<file path="config.mk">
export PLATFORM = sky130hd
export DESIGN_NAME = if_id_decode_flat
export DESIGN_NICKNAME = d
export VERILOG_FILES = /design/src/rtl/if_id_decode_pkg.sv /design/src/rtl/if_id_decode_if.sv /design/src/rtl/if_id_decode_predecode.sv /design/src/rtl/if_id_decode.sv /design/src/flat_wrapper.sv
export SDC_FILE = /design/constraint.sdc
export NUM_CORES = 1
export LEC_CHECK = 0
export BUFFER_PORTS_ARGS = -buffer_cell sky130_fd_sc_hd__buf_2
export CAP_MARGIN = 0
export CORE_UTILIZATION = 40
export DETAILED_ROUTE_END_ITERATION = 10
export PLACE_DENSITY = 0.73
export SLEW_MARGIN = 20
export SYNTH_ARGS = -nofsm -noshare
export SYNTH_HDL_FRONTEND = slang
export SYNTH_HIERARCHICAL = 1
export SYNTH_SLANG_ARGS = --single-unit
</file>
<file path="constraint.sdc">
create_clock -name clk -period 1.9 [get_ports clk]
set_input_delay 0 -clock clk [delete_from_list [all_inputs] [get_ports clk]]
set_output_delay 0 -clock clk [all_outputs]
set_load 0.02 [all_outputs]
</file>
<file path="src/rtl/if_id_decode_pkg.sv">
// mips_defs: opcode/funct constants, extender modes and exception codes shared by the ID stage
package mips_defs;
   localparam logic [5:0] OP_SPECIAL = 6'h00, OP_REGIMM = 6'h01, OP_J    = 6'h02, OP_JAL   = 6'h03;
   localparam logic [5:0] OP_BEQ     = 6'h04, OP_BNE    = 6'h05, OP_BLEZ = 6'h06, OP_BGTZ  = 6'h07;
   localparam logic [5:0] OP_ADDI    = 6'h08, OP_ADDIU  = 6'h09, OP_SLTI = 6'h0A, OP_SLTIU = 6'h0B;
   localparam logic [5:0] OP_ANDI    = 6'h0C, OP_ORI    = 6'h0D, OP_XORI = 6'h0E, OP_LUI   = 6'h0F;
   localparam logic [5:0] OP_COP0    = 6'h10;
   localparam logic [5:0] OP_LB = 6'h20, OP_LH = 6'h21, OP_LW = 6'h23, OP_LBU = 6'h24, OP_LHU = 6'h25;
   localparam logic [5:0] OP_SB = 6'h28, OP_SH = 6'h29, OP_SW = 6'h2B;
   localparam logic [5:0] FN_SLL  = 6'h00, FN_SRL   = 6'h02, FN_SRA   = 6'h03, FN_SLLV  = 6'h04;
   localparam logic [5:0] FN_SRLV = 6'h06, FN_SRAV  = 6'h07, FN_JR    = 6'h08, FN_JALR  = 6'h09;
   localparam logic [5:0] FN_MFHI = 6'h10, FN_MTHI  = 6'h11, FN_MFLO  = 6'h12, FN_MTLO  = 6'h13;
   localparam logic [5:0] FN_MULT = 6'h18, FN_MULTU = 6'h19, FN_DIV   = 6'h1A, FN_DIVU  = 6'h1B;
   localparam logic [5:0] FN_ADD  = 6'h20, FN_ADDU  = 6'h21, FN_SUB   = 6'h22, FN_SUBU  = 6'h23;
   localparam logic [5:0] FN_AND  = 6'h24, FN_OR    = 6'h25, FN_XOR   = 6'h26, FN_NOR   = 6'h27;
   localparam logic [5:0] FN_SLT  = 6'h2A, FN_SLTU  = 6'h2B;
   localparam logic [4:0] RT_BLTZ = 5'h00, RT_BGEZ = 5'h01;
   localparam logic [4:0] RS_MFC0 = 5'h00, RS_MTC0 = 5'h04;
   localparam logic [4:0] EXC_NONE = 5'd0, EXC_ADEL = 5'd4, EXC_RI = 5'd10;
   localparam logic [31:0] ERET_WORD = 32'h4200_0018;

   typedef enum logic [1:0] {EXT_ZERO = 2'b00, EXT_SIGN = 2'b01, EXT_SHAMT = 2'b10} ext_op_e;

   function automatic logic funct_ok(input logic [5:0] f);
      case (f)
         FN_SLL, FN_SRL, FN_SRA, FN_SLLV, FN_SRLV, FN_SRAV, FN_JR, FN_JALR,
         FN_MFHI, FN_MTHI, FN_MFLO, FN_MTLO, FN_MULT, FN_MULTU, FN_DIV, FN_DIVU,
         FN_ADD, FN_ADDU, FN_SUB, FN_SUBU, FN_AND, FN_OR, FN_XOR, FN_NOR,
         FN_SLT, FN_SLTU: funct_ok = 1'b1;
         default:         funct_ok = 1'b0;
      endcase
   endfunction
endpackage

</file>
<file path="src/rtl/if_id_decode_if.sv">
// if_id_decode_if: fetch-side inputs and ID-stage outputs of the IF/ID register
interface if_id_decode_if;
   logic [31:0] Instr_F, PC4_F, Instr_D, PC4_D;
   logic [4:0]  ExcCode_F, ExcCode_D, Rs_D, Rt_D, Rd_D;
   logic        BD_F, Stall, Flush, BD_D, Eret_D, Valid_D;
   logic [15:0] Imm16_D;
   logic [25:0] Imm26_D;
   logic [1:0]  ExtOp_D;

   modport master (
      output Instr_F, PC4_F, ExcCode_F, BD_F, Stall, Flush,
      input  Instr_D, PC4_D, Imm16_D, Imm26_D, ExtOp_D, Rs_D, Rt_D, Rd_D, ExcCode_D, BD_D, Eret_D, Valid_D
   );
   modport slave (
      input  Instr_F, PC4_F, ExcCode_F, BD_F, Stall, Flush,
      output Instr_D, PC4_D, Imm16_D, Imm26_D, ExtOp_D, Rs_D, Rt_D, Rd_D, ExcCode_D, BD_D, Eret_D, Valid_D
   );
endinterface

</file>
<file path="src/rtl/if_id_decode_predecode.sv">
// instr_predecode: combinational extender-mode, reserved-instruction and eret detection
module instr_predecode
   import mips_defs::*;
(
   input  logic [31:0] i_instr,
   output ext_op_e     o_ext_op,
   output logic        o_ri,
   output logic        o_eret
);
   logic [5:0] w_op, w_funct;
   logic [4:0] w_rs, w_rt;
   assign w_op    = i_instr[31:26];
   assign w_rs    = i_instr[25:21];
   assign w_rt    = i_instr[20:16];
   assign w_funct = i_instr[5:0];
   assign o_eret  = i_instr == ERET_WORD;

   always_comb begin
      o_ext_op = EXT_ZERO;
      o_ri     = 1'b0;
      case (w_op)
         OP_SPECIAL: begin
            o_ext_op = (w_funct == FN_SLL || w_funct == FN_SRL || w_funct == FN_SRA) ? EXT_SHAMT : EXT_ZERO;
            o_ri     = !funct_ok(w_funct);
         end
         OP_REGIMM: begin
            o_ext_op = EXT_SIGN;
            o_ri     = w_rt != RT_BLTZ && w_rt != RT_BGEZ;
         end
         OP_BEQ, OP_BNE, OP_BLEZ, OP_BGTZ, OP_ADDI, OP_ADDIU, OP_SLTI, OP_SLTIU,
         OP_LB, OP_LH, OP_LW, OP_LBU, OP_LHU, OP_SB, OP_SH, OP_SW: o_ext_op = EXT_SIGN;
         OP_J, OP_JAL, OP_ANDI, OP_ORI, OP_XORI, OP_LUI: o_ri = 1'b0;
         // only mfc0, mtc0 and the exact eret word are legal in COP0 space
         OP_COP0: o_ri = !(o_eret || w_rs == RS_MFC0 || w_rs == RS_MTC0);
         default: o_ri = 1'b1;
      endcase
   end
endmodule

</file>
<file path="src/rtl/if_id_decode.sv">
// if_id_decode: IF/ID pipeline register with early immediate decode, exception merge, stall and flush
module if_id_decode
   import mips_defs::*;
#(
   parameter logic [31:0] RESET_PC4 = 32'h0000_3004
) (
   input logic          clk,
   input logic          rst,
   if_id_decode_if.slave bus
);
   ext_op_e     w_ext_op;
   logic        w_ri, w_eret;
   logic [31:0] r_instr, r_pc4;
   logic [1:0]  r_ext_op;
   logic [4:0]  r_exc;
   logic        r_bd, r_eret, r_valid;

   instr_predecode u_predecode (
      .i_instr  (bus.Instr_F),
      .o_ext_op (w_ext_op),
      .o_ri     (w_ri),
      .o_eret   (w_eret)
   );

   // a bubble is sll $0,$0,0, so its ExtOp is the shamt mode; PC4 is kept for EPC use
   always_ff @(posedge clk or posedge rst) begin
      if (rst) begin
         r_instr  <= '0;
         r_pc4    <= RESET_PC4;
         r_ext_op <= EXT_SHAMT;
         r_exc    <= EXC_NONE;
         r_bd     <= 1'b0;
         r_eret   <= 1'b0;
         r_valid  <= 1'b0;
      end else if (bus.Flush) begin
         r_instr  <= '0;
         r_ext_op <= EXT_SHAMT;
         r_exc    <= EXC_NONE;
         r_bd     <= 1'b0;
         r_eret   <= 1'b0;
         r_valid  <= 1'b0;
      end else if (!bus.Stall) begin
         r_instr  <= bus.Instr_F;
         r_pc4    <= bus.PC4_F;
         r_ext_op <= w_ext_op;
         r_exc    <= (bus.ExcCode_F != EXC_NONE) ? bus.ExcCode_F : (w_ri ? EXC_RI : EXC_NONE);
         r_bd     <= bus.BD_F;
         r_eret   <= w_eret;
         r_valid  <= 1'b1;
      end
   end

   assign bus.Instr_D   = r_instr;
   assign bus.PC4_D     = r_pc4;
   assign bus.Imm16_D   = r_instr[15:0];
   assign bus.Imm26_D   = r_instr[25:0];
   assign bus.Rs_D      = r_instr[25:21];
   assign bus.Rt_D      = r_instr[20:16];
   assign bus.Rd_D      = r_instr[15:11];
   assign bus.ExtOp_D   = r_ext_op;
   assign bus.ExcCode_D = r_exc;
   assign bus.BD_D      = r_bd;
   assign bus.Eret_D    = r_eret;
   assign bus.Valid_D   = r_valid;
endmodule
</file>
<file path="src/flat_wrapper.sv">
// flat-port wrapper written by rule: the top's interface ports become plain ports
module if_id_decode_flat import mips_defs::*;
#(
   parameter logic [31:0] RESET_PC4 = 32'h0000_3004
)
  (clk, rst, bus_Instr_F, bus_PC4_F, bus_ExcCode_F, bus_BD_F, bus_Stall, bus_Flush, bus_Instr_D, bus_PC4_D, bus_Imm16_D, bus_Imm26_D, bus_ExtOp_D, bus_Rs_D, bus_Rt_D, bus_Rd_D, bus_ExcCode_D, bus_BD_D, bus_Eret_D, bus_Valid_D);
  if_id_decode_if bus_i ();
  input logic clk;
  input logic rst;
  input wire logic [$bits(bus_i.Instr_F)-1:0] bus_Instr_F;
  input wire logic [$bits(bus_i.PC4_F)-1:0] bus_PC4_F;
  input wire logic [$bits(bus_i.ExcCode_F)-1:0] bus_ExcCode_F;
  input wire logic [$bits(bus_i.BD_F)-1:0] bus_BD_F;
  input wire logic [$bits(bus_i.Stall)-1:0] bus_Stall;
  input wire logic [$bits(bus_i.Flush)-1:0] bus_Flush;
  output wire logic [$bits(bus_i.Instr_D)-1:0] bus_Instr_D;
  output wire logic [$bits(bus_i.PC4_D)-1:0] bus_PC4_D;
  output wire logic [$bits(bus_i.Imm16_D)-1:0] bus_Imm16_D;
  output wire logic [$bits(bus_i.Imm26_D)-1:0] bus_Imm26_D;
  output wire logic [$bits(bus_i.ExtOp_D)-1:0] bus_ExtOp_D;
  output wire logic [$bits(bus_i.Rs_D)-1:0] bus_Rs_D;
  output wire logic [$bits(bus_i.Rt_D)-1:0] bus_Rt_D;
  output wire logic [$bits(bus_i.Rd_D)-1:0] bus_Rd_D;
  output wire logic [$bits(bus_i.ExcCode_D)-1:0] bus_ExcCode_D;
  output wire logic [$bits(bus_i.BD_D)-1:0] bus_BD_D;
  output wire logic [$bits(bus_i.Eret_D)-1:0] bus_Eret_D;
  output wire logic [$bits(bus_i.Valid_D)-1:0] bus_Valid_D;
  assign bus_i.Instr_F = bus_Instr_F;
  assign bus_i.PC4_F = bus_PC4_F;
  assign bus_i.ExcCode_F = bus_ExcCode_F;
  assign bus_i.BD_F = bus_BD_F;
  assign bus_i.Stall = bus_Stall;
  assign bus_i.Flush = bus_Flush;
  assign bus_Instr_D = bus_i.Instr_D;
  assign bus_PC4_D = bus_i.PC4_D;
  assign bus_Imm16_D = bus_i.Imm16_D;
  assign bus_Imm26_D = bus_i.Imm26_D;
  assign bus_ExtOp_D = bus_i.ExtOp_D;
  assign bus_Rs_D = bus_i.Rs_D;
  assign bus_Rt_D = bus_i.Rt_D;
  assign bus_Rd_D = bus_i.Rd_D;
  assign bus_ExcCode_D = bus_i.ExcCode_D;
  assign bus_BD_D = bus_i.BD_D;
  assign bus_Eret_D = bus_i.Eret_D;
  assign bus_Valid_D = bus_i.Valid_D;
  if_id_decode #(.RESET_PC4(RESET_PC4)) u_core (.clk(clk), .rst(rst), .bus(bus_i));
endmodule
</file>
==> results.toml, run 1 <==
[run_status]
outcome = "completed"

[setup_path]
timing_worst_setup_path_type = "in -> reg"
cp.arrival_ns = 1.95
worstPathMaxFanout = 2
cp-end-kind = "flop"
start_kind = "input port"
crit_required_ns = 2.13

[layout]
final_area_um2 = 5170
antennaDiodeCount = 0
drive_above_1_share_pct = 44.53
fin_nets = 599
syn2layout_area_growth_pct = 44.07
finalNonFillerCells = 638
mostFrequentLayoutCells = "buf_2, dfrtp_1, dlygate4sd3_1"
final_common_cell = "buf_2"

[sta]
setup_tns_ns = 0
rsz0062_at_grt = "no"
hold_viol = 0
final-setup-viol-count = 0
relSlewSlack_pct = 61.36
fin_crit_ns = 1.723
timing.hold.ws_ns = 0.03307
tightest_slew_ns = 0.5742
clock.fmax_mhz = 580.4
skew_ns = 0
fin_crit_sh_pct = 90.68
slew_viol_final = 0

[pwr]
p_leak_nw = 2.778
irDropWorstVdd_mv = 0.5106
power_density_nw_per_um2 = 797.5

[synth]
synth_area_um2 = 3588
netlist_instances = 306
synth.avg_cell_area_um2 = 11.73
synthFlopType = "dfrtp_1"
synth_nets = 380
ys.warnings.count = 6
synth-seq-cells = 74
synth-seq-area-share_pct = 51.74
async_flop_share_pct = 100.0
synthDistinctLibCells = 30
synth-edff-count = 0

[clock_network]
cts_inserted_buffers = 9
cts_sinks = 74
insertion_delay_ns = 0.35
postCtsSetupRepairBufs = 0
clock-root-buffer = "clkbuf_8"
cts.htree.levels = 3
clockBufferDepth = 2
cts.clk_slew.worst_paths_ns = 0.09
cts_tree = "built"

[route]
dr_total_vias = 3092
avgRoutedWirePerCell_um = 15.67
ant_nets = 0
viasPerCell = 4.846
first_pass_iters = 4
finalWirelength_um = 9995
dr.first_iter.drc_count = 143
drc = 0

[die]
die_h_um = 96.72
num_rows = 34
ios = 205
dieArea_um2 = 9354
dieWidth_um = 96.72
core_area_um2 = 8721
start_util_pct = 41.15

[global_routing]
grt-ovfl-total = 0
grt_max_degree = 49
track_usage_pct = 22.69
antenna_found_initial = 0
grt_pass1_wl_um = 16740
grt_pass1_vias = 3363

[placed_design]
placed_cells = 556
gp_congestion = 0.8062
hpwl_um = 6351
dpl_cell_area_um2 = 4309
io_buffer_count = 204

[run]
cap_violations = 0

[worst_hold_path]
holdCritPathClass = "in -> reg"
-- final timing paths --
check / start / end / slack [ns] / cells after the start
max: bus_Instr_F[17] / u_core/bus.ExcCode_D[3]$_DFFE_PP0P_ / 0.18 / 8
min: bus_Instr_F[26] / u_core/bus.Instr_D[26]$_DFFE_PP0P_ / 0.03 / 3
max reg2reg: u_core/bus.PC4_D[21]$_DFFE_PP0P_ / u_core/bus.PC4_D[21]$_DFFE_PP0P_ / 1.07 / 1
min reg2reg: u_core/bus.PC4_D[6]$_DFFE_PP0P_ / u_core/bus.PC4_D[6]$_DFFE_PP0P_ / 0.49 / 1
max in group asynchronous: rst / u_core/bus.PC4_D[2]$_DFFE_PP1P_ / 1.03 / 4
min in group asynchronous: rst / u_core/bus.Instr_D[5]$_DFFE_PP0P_ / 0.20 / 3
-- final cells by class --
class,instances,area [um^2]
Timing Repair Buffer,278,1754
Clock buffer,9,123.9
Multi-Input combinational cell,157,1204
Clock inverter,7,76.32
Sequential cell,74,1857
Tap cell,108,135.1
Fill cell,684,3551
Inverter,5,20.02
-- Yosys cell counts, drive strengths merged, types with 2 or more instances --
| cell | instances | area, um^2 |
|---|---|---|
| dfstp | 4 | 105.1 |
| nor2 | 42 | 160.2 |
| nor4 | 8 | 50.05 |
| nand4 | 2 | 12.51 |
| o21ai | 5 | 25.02 |
| clkbuf | 4 | 15.01 |
| nand2 | 3 | 11.26 |
| o22ai | 2 | 12.51 |
| or4b | 2 | 20.02 |
| nor4b | 2 | 17.52 |
| nor3 | 3 | 15.01 |
| buf | 66 | 494.2 |
| or4 | 2 | 22.52 |
| mux2 | 32 | 360.4 |
| inv | 5 | 18.77 |
| mux2i | 40 | 400.4 |
| dfrtp | 70 | 1752 |
| a211o | 2 | 17.52 |
| a21oi | 5 | 25.02 |
-- layer usage --
layer | wire length [um] | global-route usage, % | vias to the layer above
li1 | - | - | 1436
met1 | 4056 | 26.28 | 1475
met4 | 230 | 11.14 | 0
met3 | 705 | 5.564 | 17
met2 | 5002 | 39.11 | 164
met5 | 0 | 0 | -
-- power by group --
| group | switching [W] | internal (W) | leakage (nW) | total (W) |
|---|---|---|---|---|
| combinational | 0.000597 | 0.000427 | 1.76 | 0.00102 |
| sequential | 0.0000945 | 0.00173 | 0.927 | 0.00183 |
| clock | 0.000657 | 0.000616 | 0.0962 | 0.00127 |
-- flip-flops by register name (all words and copies together) (netlist names) --
register and flops:
u_core/bus.Eret_D 1, u_core/bus.ExtOp_D 2, u_core/bus.PC4_D 32, u_core/bus.ExcCode_D 5, u_core/bus.BD_D 1, u_core/bus.Valid_D 1, u_core/bus.Instr_D 32
-- repair_timing --
action / in CTS / in global routing
endpoints found under the hold margin: 91 / 0
hold buffers: 66 / 0
resized for setup: 0 / 0
-- critical path, stage by stage --
cell           delay, ns
dlygate4sd3_1       0.53
buf_2               0.13
nor4_1              0.53
nand4_1             0.21
o21ai_1             0.16
o211ai_1            0.10
or4b_1              0.20
o22ai_1             0.09
-- stage by stage --
stage | setup slack, ns | power [W] | util [%]
final | 0.1770 | 0.004123 | 59.28
after global placement | 0.09331 | 0.002736 | 49.41
after CTS | 0.2183 | 0.004154 | 59.28
after detailed placement | 0.04600 | 0.002763 | 49.41
after global routing | 0.04730 | 0.004321 | 59.28
after floorplan | 0.02500 | 0.002469 | -
-- kinds of logic after synthesis --
kind of cell	after synthesis	share of synthesized area, %
flops	74	51.74
buf+inv	75	14.71
simple gates	68	9.450
compound gates	17	2.894
mux	72	21.20
Note: power is estimated with default switching activity, not from simulation.
==> inputs of run 2 (changes only) <==
Settings changed: CORE_ASPECT_RATIO set to 1.75.
==> run 2 against run 1 <==
  * Clock power up 51%
  * Die area up 0.16%
  * Via count down 0.68%
  * Count of clock-buffer cells in the layout unchanged
==> results.toml, run 2 (synthesized netlist as in run 1, its figures left out) <==
[clock_network]
clock-root-buffer = "clkbuf_16"
cts_sinks = 74
cts_inserted_buffers = 9
insertion_delay_ns = 0.33
postCtsSetupRepairBufs = 0
cts.htree.levels = 3
cts.clk_slew.worst_paths_ns = 0.06
cts_tree = "built"
clockBufferDepth = 2

[sta]
final-setup-viol-count = 0
skew_ns = 0
setup_tns_ns = 0
relSlewSlack_pct = 65.12
hold_viol = 0
tightest_slew_ns = 0.5185
clock.fmax_mhz = 572.2
fin_crit_ns = 1.748
rsz0062_at_grt = "no"
fin_crit_sh_pct = 91.98
worst_slack_ns = 0.1523
slew_viol_final = 0

[layout]
fin_nets = 600
utilization_pct = 61.50
fillCellCount = 715
multiInputGateArea_um2 = 1215
final_area_um2 = 5333
final_common_cell = "buf_2"
syn2layout_area_growth_pct = 48.61
mostFrequentLayoutCells = "buf_2, dfrtp_1, dlygate4sd3_1"
antennaDiodeCount = 0
drive_above_1_share_pct = 45.76
seq_area_um2 = 1857

[placed_design]
dpl_cell_area_um2 = 4358
post-place-ws_ns = 0.03366
io_buffer_count = 204
hpwl_um = 6522
gp_congestion = 0.7746

[pwr]
internal_power_w = 0.003444
power_density_nw_per_um2 = 894.5
p_sw_share_pct = 27.81
pwr-share-seq_pct = 38.2
irDropWorstVdd_mv = 0.8406
p_clk_share_pct = 40.3
net-switching-power_w = 0.001327
p_comb_share_pct = 21.5
power.total_w = 0.004770
p_leak_nw = 2.862

[setup_path]
cp-end-kind = "flop"
crit_slowest_cell = "dlygate4sd3_1"
cp.arrival_ns = 1.98
crit_chain = "dlygate4sd3_1 -> buf_2 -> nor4_2 -> buf_4 -> a211o_1 -> o211ai_1 -> or4b_1 -> o22ai_1"
cpPeakStageDelay_ns = 0.54
timing_worst_setup_path_type = "in -> reg"
start_kind = "input port"
worstPathMaxFanout = 2
crit_required_ns = 2.14

[die]
dieWidth_um = 73.60
num_rows = 45
die_h_um = 127.3
core_area_um2 = 8671
dieArea_um2 = 9369
start_util_pct = 41.39
ios = 205

[global_routing]
grt_pass1_vias = 3187
grt-ovfl-total = 0
grt_pass1_wl_um = 15390
track_usage_pct = 21.90
grt_max_degree = 50
antenna_found_initial = 0

[route]
finalWirelength_um = 9907
viasPerCell = 4.739
dr_total_vias = 3071
avgRoutedWirePerCell_um = 15.29
first_pass_iters = 4
dr.first_iter.drc_count = 58
drc = 0
ant_nets = 0

[worst_hold_path]
holdCritPathClass = "in -> reg"

[run_status]
outcome = "completed"

[run]
cap_violations = 0
run 2: changes by cell type in the layout (fill, tap and decap cells not counted), sizes merged:
cell         before  now
bufinv            1    3
inv               6    4
clkinvlp          2    0
buf             212  217
dlygate4sd3      66   62
clkinv            3    5
run 2: critical path: cells and delay by family:
| family | cells | cell delay [ns] |
|---|---|---|
| buffers and inverters | 3 | 0.80 |
| AND/OR/NAND/NOR | 2 | 0.54 |
| AO/OA/AOI/OAI | 3 | 0.65 |
run 2: path summary, 6_finish.rpt:
| path | from | to | slack [ns] | cells past startpoint |
|---|---|---|---|---|
| worst max-delay path | bus_Instr_F[18] | u_core/bus.ExcCode_D[3]$_DFFE_PP0P_ | 0.15 | 8 |
| worst min register to register | u_core/bus.PC4_D[21]$_DFFE_PP0P_ | u_core/bus.PC4_D[21]$_DFFE_PP0P_ | 0.48 | 1 |
| worst min-delay path | bus_Instr_F[2] | u_core/bus.Instr_D[2]$_DFFE_PP0P_ | 0.02 | 3 |
| max in group asynchronous | rst | u_core/bus.PC4_D[2]$_DFFE_PP1P_ | 0.97 | 4 |
| worst max register to register | u_core/bus.PC4_D[16]$_DFFE_PP0P_ | u_core/bus.PC4_D[16]$_DFFE_PP0P_ | 1.08 | 1 |
| min in group asynchronous | rst | u_core/bus.Instr_D[24]$_DFFE_PP0P_ | 0.25 | 3 |
run 2: final cells by class:
type,instances,share of cell area (%)
flip-flops and latches,74,34.82
inverters,5,0.3754
multi-input cells,157,22.78
well taps,117,2.745
repair buffers,279,32.85
clock buffers,9,4.223
clock inverters,7,2.206
run 2: through the flow:
stage,instances,hold WS [ns]
2_1_floorplan,306,0.1347
3_3_place_gp,570,0.03935
3_5_place_dp,570,0.04548
4_1_cts,648,0.002742
5_1_grt,648,0.04661
6_report,648,0.01884
run 2: metal layers:
metal | GRT usage [%] | wire [um] | up-vias
li1 | - | - | 1433
met1 | 23.94 | 3685 | 1484
met2 | 39.67 | 5332 | 141
met3 | 6.546 | 735 | 13
met4 | 6.448 | 153 | 0
met5 | 0 | 0 | -
run 2: what timing repair did:
item	4_1_cts	5_1_grt
resized for setup	0	2
endpoints found under the setup margin	0	2
endpoints found under the hold margin	87	0
hold buffers	62	0
run 2: power by group through the flow:
stage	clock network (W)	registers, W	logic, W
after floorplan	0	0.00204	0.000433
after global placement	0	0.00184	0.000903
after detailed placement	0	0.00185	0.000919
after CTS	0.00198	0.00182	0.00102
after global routing	0.00203	0.00184	0.00110
final	0.00192	0.00182	0.00103
